[config.mk]
export PLATFORM = sky130hd
export DESIGN_NAME = div
export DESIGN_NICKNAME = d
export VERILOG_FILES = /design/src/rtl/div.sv
export SDC_FILE = /design/constraint.sdc
export NUM_CORES = 1
export LEC_CHECK = 0
export ABC_AREA = 1
export CAP_MARGIN = 25
export CORE_MARGIN = 3
export CORE_UTILIZATION = 55
export DETAILED_ROUTE_END_ITERATION = 6
export HOLD_SLACK_MARGIN = 0.08
export MAX_ROUTING_LAYER = met4
export PLACE_DENSITY = 0.86
export SLEW_MARGIN = 20
export SYNTH_ARGS = -nofsm -noshare
export SYNTH_HDL_FRONTEND = slang
export SYNTH_SLANG_ARGS = --single-unit
[constraint.sdc]
create_clock -name Clk -period 1.8 [get_ports Clk]
set_input_delay 0.36 -clock Clk [delete_from_list [all_inputs] [get_ports Clk]]
set_output_delay 0.36 -clock Clk [all_outputs]
set_load 0.02 [all_outputs]
[src/rtl/div.sv]
// div: pipelined restoring unsigned divider, one quotient bit per stage.
// Optional remainder output enabled by defining DIV_REM_EN.
module div #(
    parameter int DATAWIDTH = 8
) (
    input  logic                 Clk,
    input  logic                 Rst,
    input  logic [DATAWIDTH-1:0] a,
    input  logic [DATAWIDTH-1:0] b,
    output logic [DATAWIDTH-1:0] quot
`ifdef DIV_REM_EN
    ,
    output logic [DATAWIDTH-1:0] rem
`endif
);

    localparam int N = DATAWIDTH;

    logic w_unused_tail;

    for (genvar g = 0; g < N; g++) begin : g_stg
        logic [N:0]   w_rin;
        logic [N-1:0] w_din;
        logic [N-1:0] w_bin;
        logic [N-1:0] w_qin;
        logic         w_zin;
        logic         w_vin;
        logic [N:0]   w_sh;
        logic [N:0]   w_tr;
        logic [N:0]   w_rout;
        logic [N-1:0] w_qout;
        logic         w_unused;

        if (g == 0) begin : g_in
            assign w_rin = '0;
            assign w_din = a;
            assign w_bin = b;
            assign w_qin = '0;
            assign w_zin = (b == '0);
            assign w_vin = 1'b1;
        end else begin : g_in
            assign w_rin = g_stg[g-1].g_reg.r_rem;
            assign w_din = g_stg[g-1].g_reg.r_dvd;
            assign w_bin = g_stg[g-1].g_reg.r_dvs;
            assign w_qin = g_stg[g-1].g_reg.r_quo;
            assign w_zin = g_stg[g-1].g_reg.r_dz;
            assign w_vin = g_stg[g-1].g_reg.r_vld;
        end

        // Partial remainder never reaches bit N, so bit N of the
        // trial difference is the borrow that decides the quotient bit.
        assign w_sh   = {w_rin[N-1:0], w_din[N-1]};
        assign w_tr   = w_sh - {1'b0, w_bin};
        assign w_rout = w_tr[N] ? w_sh : w_tr;
        assign w_qout = {w_qin[N-2:0], ~w_tr[N]};

        assign w_unused = ^{w_rin[N], w_qin[N-1], w_din[N-2:0]};

        if (g < N - 1) begin : g_reg
            logic [N:0]   r_rem;
            logic [N-1:0] r_dvd;
            logic [N-1:0] r_dvs;
            logic [N-1:0] r_quo;
            logic         r_dz;
            logic         r_vld;

            // Latch this stage's step result for the next stage
            always_ff @(posedge Clk) begin
                if (Rst) begin
                    r_rem <= '0;
                    r_dvd <= '0;
                    r_dvs <= '0;
                    r_quo <= '0;
                    r_dz  <= 1'b0;
                    r_vld <= 1'b0;
                end else begin
                    r_rem <= w_rout;
                    r_dvd <= {w_din[N-2:0], 1'b0};
                    r_dvs <= w_bin;
                    r_quo <= w_qout;
                    r_dz  <= w_zin;
                    r_vld <= w_vin;
                end
            end
        end
    end

    // Final stage feeds the output register; hold when the final stage is empty
    always_ff @(posedge Clk) begin
        if (Rst) begin
            quot <= '0;
        end else if (g_stg[N-1].w_vin) begin
            quot <= g_stg[N-1].w_zin ? '1 : g_stg[N-1].w_qout;
        end
    end

`ifdef DIV_REM_EN
    // Remainder registered alongside the quotient; equals a when b is zero
    always_ff @(posedge Clk) begin
        if (Rst) begin
            rem <= '0;
        end else if (g_stg[N-1].w_vin) begin
            rem <= g_stg[N-1].w_rout[N-1:0];
        end
    end

    assign w_unused_tail = g_stg[N-1].w_rout[N];
`else
    assign w_unused_tail = ^g_stg[N-1].w_rout;
`endif

endmodule

---- Yosys cells after proc, flatten, opt, wreduce, memory -nomap -nowiden ----
Index checks and enable logic that the tools add are counted.
word-level totals
  output and inout port bits .............. 8
  bits in registers ....................... 217
  input port bits ......................... 18
  logic and storage cells ................. 77
cells by class
  $add $sub $neg .......................... 8
  multiplexer cells ....................... 9
  reduce and logical (&&, ||, !) cells .... 2
  bitwise logic cells ..................... 8
operator list
  kind              count
  $sub A9 B8 Y9     7
  $mux W8           7
  $sub A1 B8 Y9     1
  $logic_not A8 Y1  1
  $not A1 Y1        8
  $mux W1           2
  $reduce_or A2 Y1  1

---- Logic depth before layout (Yosys ltp) ----
  depth after elaboration ................. 3
  mapped depth ............................ 14
  gate-level depth less buffers ........... 14

---- Least setup slack after synthesis ----
No wires, ideal clock.
  kind .................................... register -> register
  from .................................... register g_stg[3].g_reg.r_dvd[7]
  to ...................................... register g_stg[4].g_reg.r_rem[2]
  stages on the path, launching flop included .. 14
  data arrival time ....................... 1.642 ns
  required time ........................... 1.686 ns
  path buffers ............................ 1
  period minus slack after synthesis ...... 1.756 ns
  library setup time ...................... 0.114 ns
  path slack .............................. 0.044 ns
  cell sequence ........................... dfxtp_1 -> inv_1 -> ha_1 -> inv_1 -> fa_1 -> nand3_1 -> nand3_2 -> nand2_1 -> nand2_2 -> nand2_2 -> nand2_2 -> buf_6 -> nor2_1 -> nor2_2
between the ends
  longest elaborated chain between the ends .. 2
ends and longest elaborated chain
  what                    line  source
  start, declared         61    logic [N-1:0] r_dvd;
  start signal, assigned  78    r_dvd <= {w_din[N-2:0], 1'b0};
  $sub A9 B8 Y9           53    assign w_tr = w_sh - {1'b0, w_bin};
  $mux W8                 54    assign w_rout = w_tr[N] ? w_sh : w_tr;
  end signal, assigned    77    r_rem <= w_rout;
  end, declared           60    logic [N:0] r_rem;
No other way between the ends.
A chain may end at the register's enable or synchronous reset.

---- Final worst setup path ----
  from .................................... register g_stg[2].g_reg.r_dvd[7]
  to ...................................... register g_stg[3].g_reg.r_rem[2]
between the ends
  longest elaborated chain between the ends .. 2
ends and longest elaborated chain
  what                    line
  start, declared         61
  start signal, assigned  78
  $sub A9 B8 Y9           53
  $mux W8                 54
  end signal, assigned    77
  end, declared           60
No other way between the ends.

==> flow_metrics.env <==
export IMPL_status="finished, violations left"
export IMPL_failed_checks="setup timing"
export IMPL_synth_compound_area_frac=0.0738
export IMPL_cpMostUsedCell="nand2_4"
export IMPL_drv_slew=0
export IMPL_grt_max_degree=80
export IMPL_htreeDepth=4
export IMPL_grt_pass1_wl_microns=27200
export IMPL_antenna_cells=0
export IMPL_fin_nets=1221
export IMPL_io_buffers=25
export IMPL_finalPower_mw=16.1
export IMPL_track_usage=0.209
export IMPL_grt_overflow=0
export IMPL_synth_edf_count=0
export IMPL_vdd_ir_drop_worst_uv=907
export IMPL_setup_violations_final=16
export IMPL_r2r_start="g_stg[2].g_reg.r_dvd[7]"
export IMPL_slowest_delay_ps=380
export IMPL_cts_root_buf="clkbuf_16"
export IMPL_critPathTopFamily="simple AND/OR/NAND/NOR gates"
export IMPL_min_path_type="primary input to flop"
export IMPL_critPathBufInv=2
export IMPL_clkLatencyLatePin_ps=440
export IMPL_dieArea_sq_mm=0.0165
export IMPL_core_area_sq_mm=0.0146
export IMPL_die_x_microns=128
export IMPL_synth_adder_area_share=0.101
export IMPL_arrival_ps=2170
export IMPL_worstSetupStartpointType="flop"
export IMPL_ctsLongestPathBuffers=2
export IMPL_routed_wl_microns=20100
export IMPL_synth_simple_area_share=0.236
export IMPL_p_per_area_mw_per_mm2=1570
export IMPL_fin_crit_ps=1840
export IMPL_slowest_stage="fa_2"
export IMPL_netlist_instances=1077
export IMPL_cts_tree="done"
export IMPL_avgSynthCellArea_sq_um=7.64
export IMPL_yosys_warnings=0
export IMPL_rsz0062_at_grt="true"
export IMPL_start_util=0.564
export IMPL_fin_cells=1337
export IMPL_drtAntennaViolNets=0
export IMPL_crit_chain="inv_2, ha_4, inv_2, fa_2, nand3_2, nand2_2, nand2_4, nand2_4, nand2_2, nand2_4, o21ai_1, nor2_1"
export IMPL_fp_row_count=44
export IMPL_yosysSeqAreaShare=0.462
export IMPL_ys_ff_latch=190
export IMPL_io_pins=26
export IMPL_finClkSkew_ps=7.39
export IMPL_hpwl_microns=10600
export IMPL_antenna_found_initial=0
export IMPL_cts_sinks=190
export IMPL_layout_commonest_cell="nor2_1"
export IMPL_viasPerCell=5.33
export IMPL_placed_cells=1289
export IMPL_clk_pin_slew_ps=70
export IMPL_async_flop_share=0
export IMPL_layout_common_cells="213 x nor2_1, 187 x inv_1, 178 x dfxtp_1, 102 x nand2_1, 46 x ha_1"
export IMPL_crit_start="g_stg[2].g_reg.r_dvd[7]"
export IMPL_cp_max_fo=7
export IMPL_hold_violations=0
export IMPL_period_share=1.02
export IMPL_synthFlopType="dfxtp_1"
export IMPL_cts_buffers=17
export IMPL_gp_congestion=0.883
export IMPL_drive_gt1_frac=0.211
export IMPL_die_h_microns=128
export IMPL_mappedNetlistArea_sq_mm=0.00822
export IMPL_critPathRequiredTime_ps=2120
export IMPL_cap_violations=0
export IMPL_area_growth_pct=24.5
export IMPL_cp_end_kind="flop"
export IMPL_yosys_cell_types_count=30
export IMPL_route_detailed_drc=0
export IMPL_wl_per_cell_microns=15.0
export IMPL_worst_hold_startpoint="Rst"
export IMPL_vias=7125
export IMPL_synth_xor_area_frac=0.0202
export IMPL_first_global_vias=6457
export IMPL_setup_ws_ps=-44.4
export IMPL_fmax_mhz=542
export IMPL_first_pass_iters=5
export IMPL_synth_area_mux_share=0
export IMPL_crit_type="flop to flop"
export IMPL_drt_iter0_markers=537
export IMPL_p_leak_nw=4.71
export IMPL_synth_top_family_by_area="simple AND/OR/NAND/NOR gates"
## sequential cells by signal, summed over array words and instances, names as in the netlist
name,count
g_stg.g_reg.r_dz,7
g_stg.g_reg.r_dvd,28
quot,8
g_stg.g_reg.r_vld,7
g_stg.g_reg.r_quo,28
g_stg.g_reg.r_dvs,56
g_stg.g_reg.r_rem,56
## cell usage after synthesis, drive strengths merged, types with 2 or more instances
master,number,area share
nor2,234,0.11
fa,6,0.015
nand4,7,0.0053
inv,201,0.092
ha,57,0.087
xor2,17,0.018
xnor2,2,0.0021
a21oi,49,0.030
a21o,5,0.0046
nor3,10,0.0061
nand3,50,0.032
dfxtp,190,0.46
nand2,165,0.083
o21bai,7,0.0064
clkbuf,9,0.0053
o21ai,52,0.032
buf,13,0.0084
## cell families after synthesis
| group | count (synthesis) |
|---|---|
| adders and majority gates | 63 |
| xor gates and xnor gates | 19 |
| other | 1 |
| DFF | 190 |
| buffers and inverters | 223 |
| and+or+nand+nor | 467 |
| AOI/OAI and AO/OA | 114 |
## final timing paths
kind / end / slack (ps) / cells after the start
worst min register to register: g_stg[1].g_reg.r_dvd[7] / 400 / 2
worst max register to register: g_stg[3].g_reg.r_rem[2] / -40 / 12
worst max-delay path: g_stg[3].g_reg.r_rem[2] / -40 / 12
worst min-delay path: g_stg[0].g_reg.r_vld / 160 / 2
## worst reg2reg max path, delay by kind of cell, from the launching register on
| family | cells | cell delay, ps |
|---|---|---|
| AO/OA/AOI/OAI | 1 | 160 |
| adder cells (fa/ha/maj) | 2 | 500 |
| buffers and inverters | 2 | 100 |
| flip-flops | 1 | 320 |
| AND/OR/NAND/NOR | 7 | 650 |
## final cells by class
| cell class | instances | area [sq um] |
|---|---|---|
| fillers | 916 | 4350 |
| multi-input cells | 671 | 4310 |
| flip-flops and latches | 190 | 3820 |
| inverters | 201 | 757 |
| repair buffers | 59 | 532 |
| clock buffers | 18 | 439 |
| well taps | 184 | 230 |
| clock inverters | 14 | 156 |
## metal layers
metal  GRT usage  vias to the layer above  wire length [microns]
li1            -                     3434                      -
met1       0.206                     3278                   7290
met2       0.389                      301                  10700
met3      0.0488                      112                    963
met4      0.0911                        0                   1080
met5           -                        -                      0
## stage by stage
stage / instance area [sq um] / TNS [ps] / util / setup WS, ps / hold WS (ps)
after floorplan: 8230 / 0 / - / 44.3 / 388
after global placement: 8790 / -865 / 0.603 / -94.3 / 389
after detailed placement: 8790 / -2720 / 0.603 / -161 / 392
after CTS: 9550 / -8.38 / 0.654 / -6.30 / 150
after global routing: 10200 / -2690 / 0.702 / -134 / 149
final: 10200 / -405 / 0.702 / -44.4 / 157
## where the power goes
group / leakage (nW) / switching (mW) / internal (mW)
clock network: 0.291 / 1.69 / 2.11
logic: 2.86 / 4.66 / 2.57
registers: 1.56 / 0.339 / 4.70
## timing repair
action                                 4_1_cts  5_1_grt
gates cloned                                 1        4
endpoints found under the hold margin        0        0
setup endpoints to repair                   51       54
hold buffers                                 0        0
pin swaps                                    5       55
resized for setup                           45      154
buffers inserted                             1       10
(Power assumes the default switching activity.)
